[config.mk]
export PLATFORM = sky130hd
export DESIGN_NAME = instr_sequencer
export DESIGN_NICKNAME = d
export VERILOG_FILES = /design/src/rtl/instr_sequencer.sv
export SDC_FILE = /design/constraint.sdc
export NUM_CORES = 1
export LEC_CHECK = 0
export CORE_MARGIN = 8
export CORE_UTILIZATION = 39
export DETAILED_ROUTE_END_ITERATION = 12
export GPL_TIMING_DRIVEN = 0
export PLACE_DENSITY = 0.88
export SYNTH_ARGS = -nofsm -noshare
export SYNTH_HDL_FRONTEND = slang
export SYNTH_SLANG_ARGS = --single-unit
[constraint.sdc]
create_clock -name clk -period 2.2 [get_ports clk]
set_input_delay 0.44 -clock clk [delete_from_list [all_inputs] [get_ports clk]]
set_output_delay 0.44 -clock clk [all_outputs]
set_load 0.1 [all_outputs]
[src/rtl/instr_sequencer.sv]
// Multi-cycle instruction sequencer: fetches 32-bit instructions, decodes them and
// drives memory handshakes, register-file/PSR strobes and the program counter.
module instr_sequencer #(
    parameter logic [11:0] RESET_PC = 12'h100
) (
    input  logic        clk,
    input  logic        rst_n,
    input  logic        start,
    input  logic [31:0] mem_rdata,
    input  logic        mem_ack,
    input  logic [4:0]  psr,
    output logic        mem_req,
    output logic        mem_we,
    output logic [11:0] mem_addr,
    output logic [3:0]  rf_raddr,
    output logic [3:0]  rf_waddr,
    output logic        rf_we,
    output logic        rf_wsel,
    output logic [3:0]  alu_op,
    output logic        psr_we,
    output logic [11:0] pc,
    output logic [31:0] ir,
    output logic        halted,
    output logic        illegal
);

    typedef enum logic [2:0] {
        S_IDLE,
        S_FETCH,
        S_DECODE,
        S_READ,
        S_WRITE,
        S_EXEC,
        S_HALT
    } state_t;

    localparam logic [3:0] OP_NOP = 4'h0;
    localparam logic [3:0] OP_LD  = 4'h1;
    localparam logic [3:0] OP_STR = 4'h2;
    localparam logic [3:0] OP_BRA = 4'h3;
    localparam logic [3:0] OP_XOR = 4'h4;
    localparam logic [3:0] OP_ADD = 4'h5;
    localparam logic [3:0] OP_ROT = 4'h6;
    localparam logic [3:0] OP_SHF = 4'h7;
    localparam logic [3:0] OP_HLT = 4'h8;
    localparam logic [3:0] OP_CMP = 4'h9;

    state_t      state;
    state_t      state_next;
    logic [11:0] pc_next;
    logic [31:0] ir_next;
    logic [11:0] pc_inc;

    // psr bit order: [0] carry, [1] parity, [2] even, [3] negative, [4] zero
    function automatic logic branch_taken(input logic [3:0] cond, input logic [4:0] flags);
        logic taken;
        case (cond)
            4'h0:    taken = 1'b1;
            4'h1:    taken = flags[1];
            4'h2:    taken = flags[2];
            4'h3:    taken = flags[0];
            4'h4:    taken = flags[3];
            4'h5:    taken = flags[4];
            4'h6:    taken = ~flags[0];
            4'h7:    taken = ~flags[3];
            default: taken = 1'b0;
        endcase
        return taken;
    endfunction

    assign pc_inc   = pc + 12'd1;
    assign alu_op   = ir[31:28];
    assign rf_raddr = ir[15:12];
    assign rf_waddr = ir[3:0];

    always_ff @(posedge clk or negedge rst_n) begin
        if (!rst_n) begin
            state <= S_IDLE;
            pc    <= RESET_PC;
            ir    <= '0;
        end else begin
            state <= state_next;
            pc    <= pc_next;
            ir    <= ir_next;
        end
    end

    // Memory outputs are decoded from state so an async reset drops mem_req at once.
    always_comb begin
        state_next = state;
        pc_next    = pc;
        ir_next    = ir;
        mem_req    = 1'b0;
        mem_we     = 1'b0;
        mem_addr   = '0;
        rf_we      = 1'b0;
        rf_wsel    = 1'b0;
        psr_we     = 1'b0;
        halted     = 1'b0;
        illegal    = 1'b0;

        case (state)
            S_IDLE: begin
                if (start) begin
                    state_next = S_FETCH;
                end
            end

            S_FETCH: begin
                mem_req  = 1'b1;
                mem_addr = pc;
                if (mem_ack) begin
                    ir_next    = mem_rdata;
                    state_next = S_DECODE;
                end
            end

            S_DECODE: begin
                case (ir[31:28])
                    OP_NOP: begin
                        pc_next    = pc_inc;
                        state_next = S_FETCH;
                    end
                    OP_LD:  state_next = S_READ;
                    OP_STR: state_next = S_WRITE;
                    OP_BRA: begin
                        pc_next    = branch_taken(ir[27:24], psr) ? ir[11:0] : pc_inc;
                        state_next = S_FETCH;
                    end
                    OP_XOR, OP_ADD, OP_ROT, OP_SHF, OP_CMP: state_next = S_EXEC;
                    OP_HLT: state_next = S_HALT;
                    default: begin
                        illegal    = 1'b1;
                        pc_next    = pc_inc;
                        state_next = S_FETCH;
                    end
                endcase
            end

            S_READ: begin
                mem_req  = 1'b1;
                mem_addr = ir[23:12];
                if (mem_ack) begin
                    rf_we      = 1'b1;
                    psr_we     = 1'b1;
                    pc_next    = pc_inc;
                    state_next = S_FETCH;
                end
            end

            S_WRITE: begin
                mem_req  = 1'b1;
                mem_we   = 1'b1;
                mem_addr = ir[11:0];
                if (mem_ack) begin
                    pc_next    = pc_inc;
                    state_next = S_FETCH;
                end
            end

            S_EXEC: begin
                psr_we     = 1'b1;
                rf_wsel    = 1'b1;
                rf_we      = (ir[31:28] != OP_CMP);
                pc_next    = pc_inc;
                state_next = S_FETCH;
            end

            S_HALT: begin
                halted = 1'b1;
            end

            default: begin
                state_next = S_IDLE;
            end
        endcase
    end

endmodule

# Yosys cells after proc, flatten, opt, wreduce, memory -nomap -nowiden
# Cells that the tools add are included.
# word_totals
wordCells	68
ff_bits	47
output_inout_bits	75
in_bits	41
# classes
n_eq_ne	27
bitwise	3
reduce_logical	12
n_mux	22
add_sub_neg	1
# op_table
operator	count
$pmux W12 S3	2
$eq A4 B3 Y1 const B	8
$mux W12	2
$pmux W12 S2	1
$pmux W3 S6	1
$eq A4 B2 Y1 const B	4
$add A12 B1 Y12 const B	1
$pmux W3 S4	1
$reduce_or A10 Y1	1
$eq A3 B3 Y1 const B	3
$mux W1	9
$mux W3	3
$eq A4 B1 Y1 const B	2
$eq A4 B4 Y1 const B	2
$logic_not A4 Y1	2
$pmux W1 S8	1
$reduce_or A8 Y1	1
$eq A3 B2 Y1 const B	2
$ne A2 B2 Y1 const B	3
$reduce_or A5 Y1	1
$ne A4 B4 Y1 const B	1
$pmux W1 S2	2
$reduce_and A4 Y1	1
$eq A3 B1 Y1 const B	1
other kinds (8)	10

# Logic depth before layout (Yosys ltp)
# Gate-level depths: netlist (run 1).
# depth
depth_word	7
ltp_mapped	8
mapped_depth_nobuf	6

# Least setup slack after synthesis (run 1)
# OpenSTA, ideal clock, no wires.
# synth_timing
path_kind	register to output
start	register ir[29]
end	output illegal
path_buffers	0
required_ns	1.760
t_arrival_ns	4.374
setup_slack_ns	-2.614
stages_incl_launch_ff	3
path_cell_list	dfrtp_1 -> nor2_1 -> nor4b_1
# synth_between
elab_chain_len	4
word_cells_on_any_way	13
classes_between	eq/ne (9); mux (2); reduce/logical (2)
# synth_rtl
element	line	text
from (decl)	22	output logic [31:0] ir,
from (signal assigned)	84	ir <= ir_next;
$eq A4 B2 Y1 (tied with other cells)	119	case (ir[31:28])
$reduce_or A10 Y1 (no source line) *	--	
$mux W1 *	119	
$mux W1 *	102	case (state)
to (decl)	24	output logic illegal
# Every way passes the cells marked *; elsewhere a longest branch is shown, timed or not.

# Worst setup path after layout (run 1)
# layout_timing
start	register ir[31]
end	register pc[9]
# layout_between
elab_chain_len	4
word_cells_on_any_way	14
classes_between	eq/ne (10); mux (2); reduce/logical (2)
# layout_rtl
element	line	text
$eq A4 B4 Y1 (tied with other cells)	119	
$reduce_or A8 Y1 (no source line)	--	
$pmux W12 S2 / $ne A2 B2 Y1 (equally long branches)	--	
$pmux W12 S3 / $reduce_and A3 Y1 (equally long branches)	--	
to (signal assigned)	83	pc <= pc_next;
to (decl)	21	output logic [11:0] pc,
# Several ways; a longest one is shown, not always the timed one.
# A chain may end at the register's enable or synchronous reset.

==> run_results.csv, run 1 <==
group,metric,value,unit
final_layout,drive_gt1_frac,0.496,
synth,ys_async_sr_fraction,1.00,
detailed_routing,drt_iter0_drc,163,
synth,synth-seq-cells,47,
synth,synth_ff_type,"dfrtp_1",
clock_network,tritoncts,"done",
worst_setup_path,r2r_slack,-0.20,ns
worst_setup_path,crit_arrival,2.60,ns
floorplanning,core,6760,sq um
timing,final-setup-viol-count,14,
timing,max_freq,416,MHz
place,hpwlAfterDp,6740,microns
floorplanning,die_x,99.2,microns
worst_setup_path,worstSetupEndpointType,"register",
grt,grt_pass1_vias,2894,
clock_network,cts_max_level,2,
worst_setup_path,worstSetupPathType,"register to register",
timing,worst_slack,-0.201,ns
detailed_routing,wl_per_cell,20.8,microns
grt,grt_pass1_wl,15300,microns
grt,grt_max_degree,33,
timing,min_period_over_period,1.09,
floorplanning,io_pins,116,
synth,syn-num-nets,304,
clock_network,path_clk_slew,0.10,ns
run_status,status,"finished with violations",
synth,synth_area_leader_cell,"dfrtp_1",
timing,min_period,2.40,ns
synth,synthDistinctLibCells,40,
detailed_routing,drcViolationCount,0,
synth,syn_inst,262,
final_layout,synthToLayoutAreaGrowth,74.8,%
timing,slew_headroom,0.332,
floorplanning,rows,30,
floorplanning,fp.dieArea,9850,sq um
clock_network,cts_buffer_depth,2,
floorplanning,start_util,0.400,
timing,tightest_slew,1.01,ns
final_layout,nFillCells,489,
worst_setup_path,regToRegEndpoint,"pc[9]",
detailed_routing,drtAntennaViolNets,0,
worst_setup_path,path_max_fanout,4,
worst_setup_path,start_kind,"register",
timing,slew_viol_final,0,
synth,yosys.cell_count.top_type,"dfrtp_1",
place,place_area,4210,sq um
synth,synth_common_cells,"dfrtp_1 (46), mux2_2 (35), nand2_1 (24)",
detailed_routing,via_count,2705,
clock_network,numCtsBuffers,5,
clock_network,cts-root-buf,"clkbuf_8",
worst_setup_path,critPathRequiredTime,2.40,ns
final_layout,antenna_cells,0,
timing,rsz0062_at_grt,"true",
synth,synthTopCellsByArea,"dfrtp_1 (43%), mux2_2 (15%), a22oi_1 (3.6%)",
synth,syn-cell-area,2700,sq um
timing,clock_skew,0.0134,ns
detailed_routing,first_pass_iters,4,
worst_setup_path,reg2reg_depth,8,
grt,grt_antenna_before_repair,0,
final_layout,fin_area,4720,sq um
synth,yosysTopAreaCellShare,0.426,
synth,synth_edf_count,0,
detailed_routing,vias_per_cell,5.55,
timing,hold_violations,0,
run_status,violations,"setup timing",
grt,grt_use_total,0.193,
clock_network,cts.sinks,47,
timing,holdWs,0.0366,ns
place,place_congestion,0.882,
synth,syn_avg_cell_area,10.3,sq um
final_layout,final_core_util,0.699,
floorplanning,fp.dieH,99.2,microns
flow_run,max_cap_viol_count,0,
hold_path,min_path_type,"primary input to async pin",
final_layout,fin_nets,448,
place,io_buffers,114,
clock_network,worstSkewPairLatency,0.32,ns
synth,synth-seq-area-share,0.436,
worst_setup_path,reg2reg_from,"ir[31]",
synth,ys.warnings.count,0,
grt,grt-ovfl-total,0,
detailed_routing,wirelength,10100,microns
worst max-delay path by stage:
stage,start,to,slack (ns),cells after the start
5_1_grt,ir[31],pc[9],-0.22,8
3_5_place_dp,state[0],mem_addr[0],-0.93,7
6_report,ir[31],pc[9],-0.20,8
4_1_cts,ir[31],pc[5],-0.19,8
2_1_floorplan,state[1],psr_we,-0.24,3
3_3_place_gp,rst_n,ir[31],-1.01,1
critical path, cell delays in order, from the launching register on:
cell	delay (ns)
dfrtp_4	0.49
buf_6	0.13
or3b_1	0.36
and4bb_2	0.35
o2111ai_4	0.15
buf_4	0.18
buf_6	0.12
mux2_2	0.28
o22a_1	0.22
state kept, by name, indices dropped and copies added, names as in the netlist:
name / flops
ir: 32
pc: 12
state: 3
placed cells by master (no fill, tap or decap), types with 3 or more instances in the layout:
master,instances
clkbuf_4,4
nand3_1,9
buf_6,11
clkdlybuf4s50_1,38
nand2_1,24
a22oi_1,3
buf_4,29
o21ai_4,12
buf_8,5
nand2b_1,4
dlygate4sd2_1,49
clkbuf_8,6
mux2i_1,4
o21ai_0,3
dfrtp_4,3
nor2_1,7
a22oi_2,10
buf_12,12
dfrtp_1,19
mux2_4,5
mux2_2,35
dfrtp_2,24
a21oi_2,8
buf_2,5
a21oi_1,4
inv_1,4
clkdlybuf4s15_1,3
o22a_1,10
clkbuf_2,4
nor2_2,4
stage by stage:
step	worst slack, ns	setup TNS [ns]	instances
4_1_cts	-0.190	-1.88	478
3_3_place_gp	-1.01	-57.92	456
3_5_place_dp	-0.930	-23.35	457
2_1_floorplan	-0.237	-1.59	262
6_report	-0.201	-1.45	487
5_1_grt	-0.219	-3.35	487
cell families (layout without fill, tap and decap cells):
kind of cell / count (synthesis) / count (layout) / share of synthesized area
mux: 44 / 44 / 0.189
buf+inv: 34 / 179 / 0.0723
xor+xnor: 3 / 3 / 0.00973
compound gates: 64 / 64 / 0.161
simple gates: 69 / 69 / 0.128
flops: 47 / 47 / 0.436
fa+ha+maj: 1 / 1 / 0.00463
layer usage:
layer	wire (microns)	up-vias	part of all wire	GRT usage
li1	-	1225	-	-
met1	3900	1330	0.38	0.214
met2	5280	124	0.52	0.343
met3	677	26	0.067	0.0538
met4	285	0	0.028	0.0733
met5	0	-	0	0
what timing repair did:
action | in CTS | in global routing
setup buffers | 10 | 10
setup endpoints to repair | 116 | 61
cloned | 3 | 0
resized for setup | 239 | 32
pin swaps | 15 | 14
hold buffers | 0 | 0
endpoints found under the hold margin | 0 | 0
cell type report:
cell class,count,area [sq um],share of cell area
multi-input cells,181,1650,0.348
repair buffers,138,1420,0.300
plain buffers,27,220,0.0466
clock buffers,5,68.8,0.0146
flip-flops and latches,47,1220,0.258
inverters,6,26.3,0.00556
well taps,80,100,0.0212
clock inverters,3,26.3,0.00556
Power of run 1 is left out: the tool's default activity adds up to more than one toggle a clock period on the data nets, which glitch-free logic cannot reach.
==> run 2: changes to the inputs <==
==> constraint.sdc (replaced) <==
create_clock -name clk -period 2.2 [get_ports clk]
set_input_delay 0.66 -clock clk [delete_from_list [all_inputs] [get_ports clk]]
set_output_delay 0.66 -clock clk [all_outputs]
set_load 0.1 [all_outputs]
==> run 2 against run 1 <==
- the run still ends with setup timing left
- sequential cell count is the same
- sequential share of layout area shrank 1.3 points
- register-to-register slack gained 0.07 ns
- setup slack better by 0.0056 ns
- critical path depth shrank 1
- worst hold slack better by 0.32 ns
- critical endpoint is now mem_addr[0]
- cell count increased by 0.41%
- clock skew is 0.0016 ns lower
- non-clock buffer count increased by 2
- count of clock-buffer cells in the layout did not move
- core utilization increased by 4.2 points
- fmax increased by 0.23%
==> run_results.csv, run 2 (synthesis gave the netlist of run 1 again) <==
group,metric,value,unit
final_layout,drive_gt1_frac,0.636,
floorplanning,fp.dieArea,9850,sq um
worst_setup_path,crit_arrival,1.74,ns
worst_setup_path,cp_slowest_cell,"dfrtp_1",
place,dp.cells,457,
final_layout,final_core_util,0.741,
clock_network,cts_max_level,2,
clock_network,cts.sinks,47,
worst_setup_path,crit_buf_inv,4,
final_layout,synthToLayoutAreaGrowth,85.3,%
grt,grt_use_total,0.203,
timing,worst_slack,-0.196,ns
floorplanning,io_pins,116,
place,hpwlAfterDp,6980,microns
timing,min_period,2.40,ns
final_layout,fin_nets,450,
run_status,violations,"setup timing",
detailed_routing,vias_per_cell,5.67,
timing,slew_viol_final,0,
worst_setup_path,path_max_fanout,5,
detailed_routing,wl_per_cell,21.7,microns
timing,rsz0062_at_grt,"true",
floorplanning,fp.dieH,99.2,microns
final_layout,fin_cells,489,
timing,final-setup-viol-count,24,
final_layout,nFillCells,427,
floorplanning,die_x,99.2,microns
grt,grt_max_degree,25,
place,io_buffers,114,
timing,slew_headroom,0.591,
clock_network,worstSkewPairLatency,0.31,ns
floorplanning,rows,30,
detailed_routing,wirelength,10600,microns
place,place_congestion,0.867,
run_status,status,"finished with violations",
detailed_routing,via_count,2772,
final_layout,layout_commonest_cell,"clkdlybuf4s15_2",
timing,tightest_slew,0.611,ns
final_layout,antenna_cells,0,
clock_network,tritoncts,"done",
timing,hold_violations,0,
worst_setup_path,worstSetupPathType,"register to primary output",
final_layout,layout_common_cells,"clkdlybuf4s15_2 (51), clkdlybuf4s50_1 (38), mux2_2 (35), buf_4 (29), dfrtp_2 (27)",
worst_setup_path,cp_top_family,"buffers and inverters",
floorplanning,core,6760,sq um
grt,grt_antenna_before_repair,0,
clock_network,path_clk_slew,0.10,ns
timing,min_period_over_period,1.09,
detailed_routing,drtAntennaViolNets,0,
grt,grt_pass1_vias,2983,
timing,clock_skew,0.0118,ns
worst_setup_path,start_kind,"register",
timing,max_freq,417,MHz
worst_setup_path,worstSetupEndpointType,"primary output",
flow_run,max_cap_viol_count,0,
worst_setup_path,slowest_delay,0.42,ns
hold_path,min_path_type,"primary input to async pin",
grt,grt_pass1_wl,16100,microns
floorplanning,start_util,0.400,
detailed_routing,first_pass_iters,6,
final_layout,reg_top3,"ir (32), pc (12), state (3)",
worst_setup_path,critPathRequiredTime,1.54,ns
final_layout,top_register,"ir",
clock_network,cts-root-buf,"clkbuf_8",
detailed_routing,drt_iter0_drc,239,
grt,grt-ovfl-total,0,
clock_network,cts_buffer_depth,2,
clock_network,numCtsBuffers,5,
detailed_routing,drcViolationCount,0,
worst_setup_path,worstPathCellList,"buf_6, inv_8, nor2_4, buf_8, a22oi_2, o21ai_4, buf_12",
final_layout,largest_reg_flops,32,
## run 2: changes by cell type in the layout (fill, tap and decap cells not counted), moves of 3 or more
cell,before,now
clkdlybuf4s15_1,3,0
dfrtp_2,24,27
clkdlybuf4s15_2,1,51
dfrtp_1,19,16
dlygate4sd2_1,49,0
buf_12,12,15
a21oi_2,8,5
## run 2: through the flow
stage	cell area, sq um	hold WS (ns)	TNS [ns]	setup slack, ns
final	5000	0.352	-2.91	-0.196
after global routing	5000	0.381	-4.21	-0.239
after CTS	4830	0.371	-2.43	-0.208
after detailed placement	4280	0.515	-26.09	-0.881
after global placement	4260	0.508	-71.21	-1.19
after floorplan	3020	0.364	-2.65	-0.370
## run 2: final timing paths
check                              endpoint      from  depth (start not counted)  slack (ns)
worst max-delay path            mem_addr[0]  state[0]                          7       -0.20
worst min-delay path                  pc[4]     rst_n                          1        0.35
worst max register to register        pc[3]    ir[31]                          7       -0.13
worst min register to register       ir[19]    ir[19]                          1        0.55
max in group asynchronous            ir[29]     rst_n                          2        1.29
min in group clk                     ir[19]    ir[19]                          1        0.55
## run 2: worst reg2reg max path, stage by stage (launching register included)
cell	delay (ns)
dfrtp_4	0.49
buf_6	0.13
or3b_1	0.36
and4bb_2	0.36
o2111ai_4	0.18
buf_8	0.21
mux2_4	0.29
o22a_1	0.20
## run 2: what timing repair did
action	in CTS	in global routing
hold buffers	0	0
cloned	3	0
resized for setup	344	44
hold endpoints to repair	0	0
buffers inserted	10	11
pin swaps	8	8
endpoints found under the setup margin	115	63
## run 2: layout make-up
cell class,instances,area (sq um),area share
multi-input cells,181,1680,0.336
repair buffers,139,1580,0.316
flip-flops and latches,47,1230,0.245
plain buffers,28,245,0.0490
well taps,80,100,0.0200
clock buffers,5,68.8,0.0138
clock inverters,3,67.6,0.0135
inverters,6,32.5,0.00650
## run 2: metal layers
metal  track usage  vias to the layer above  part of all wire
met2         0.366                      148              0.52
met1         0.226                     1356              0.37
met5             0                        -                 0
li1              -                     1239                 -
met4        0.0757                        0             0.030
met3        0.0468                       29             0.072
Power of run 2 is left out for the same reason.
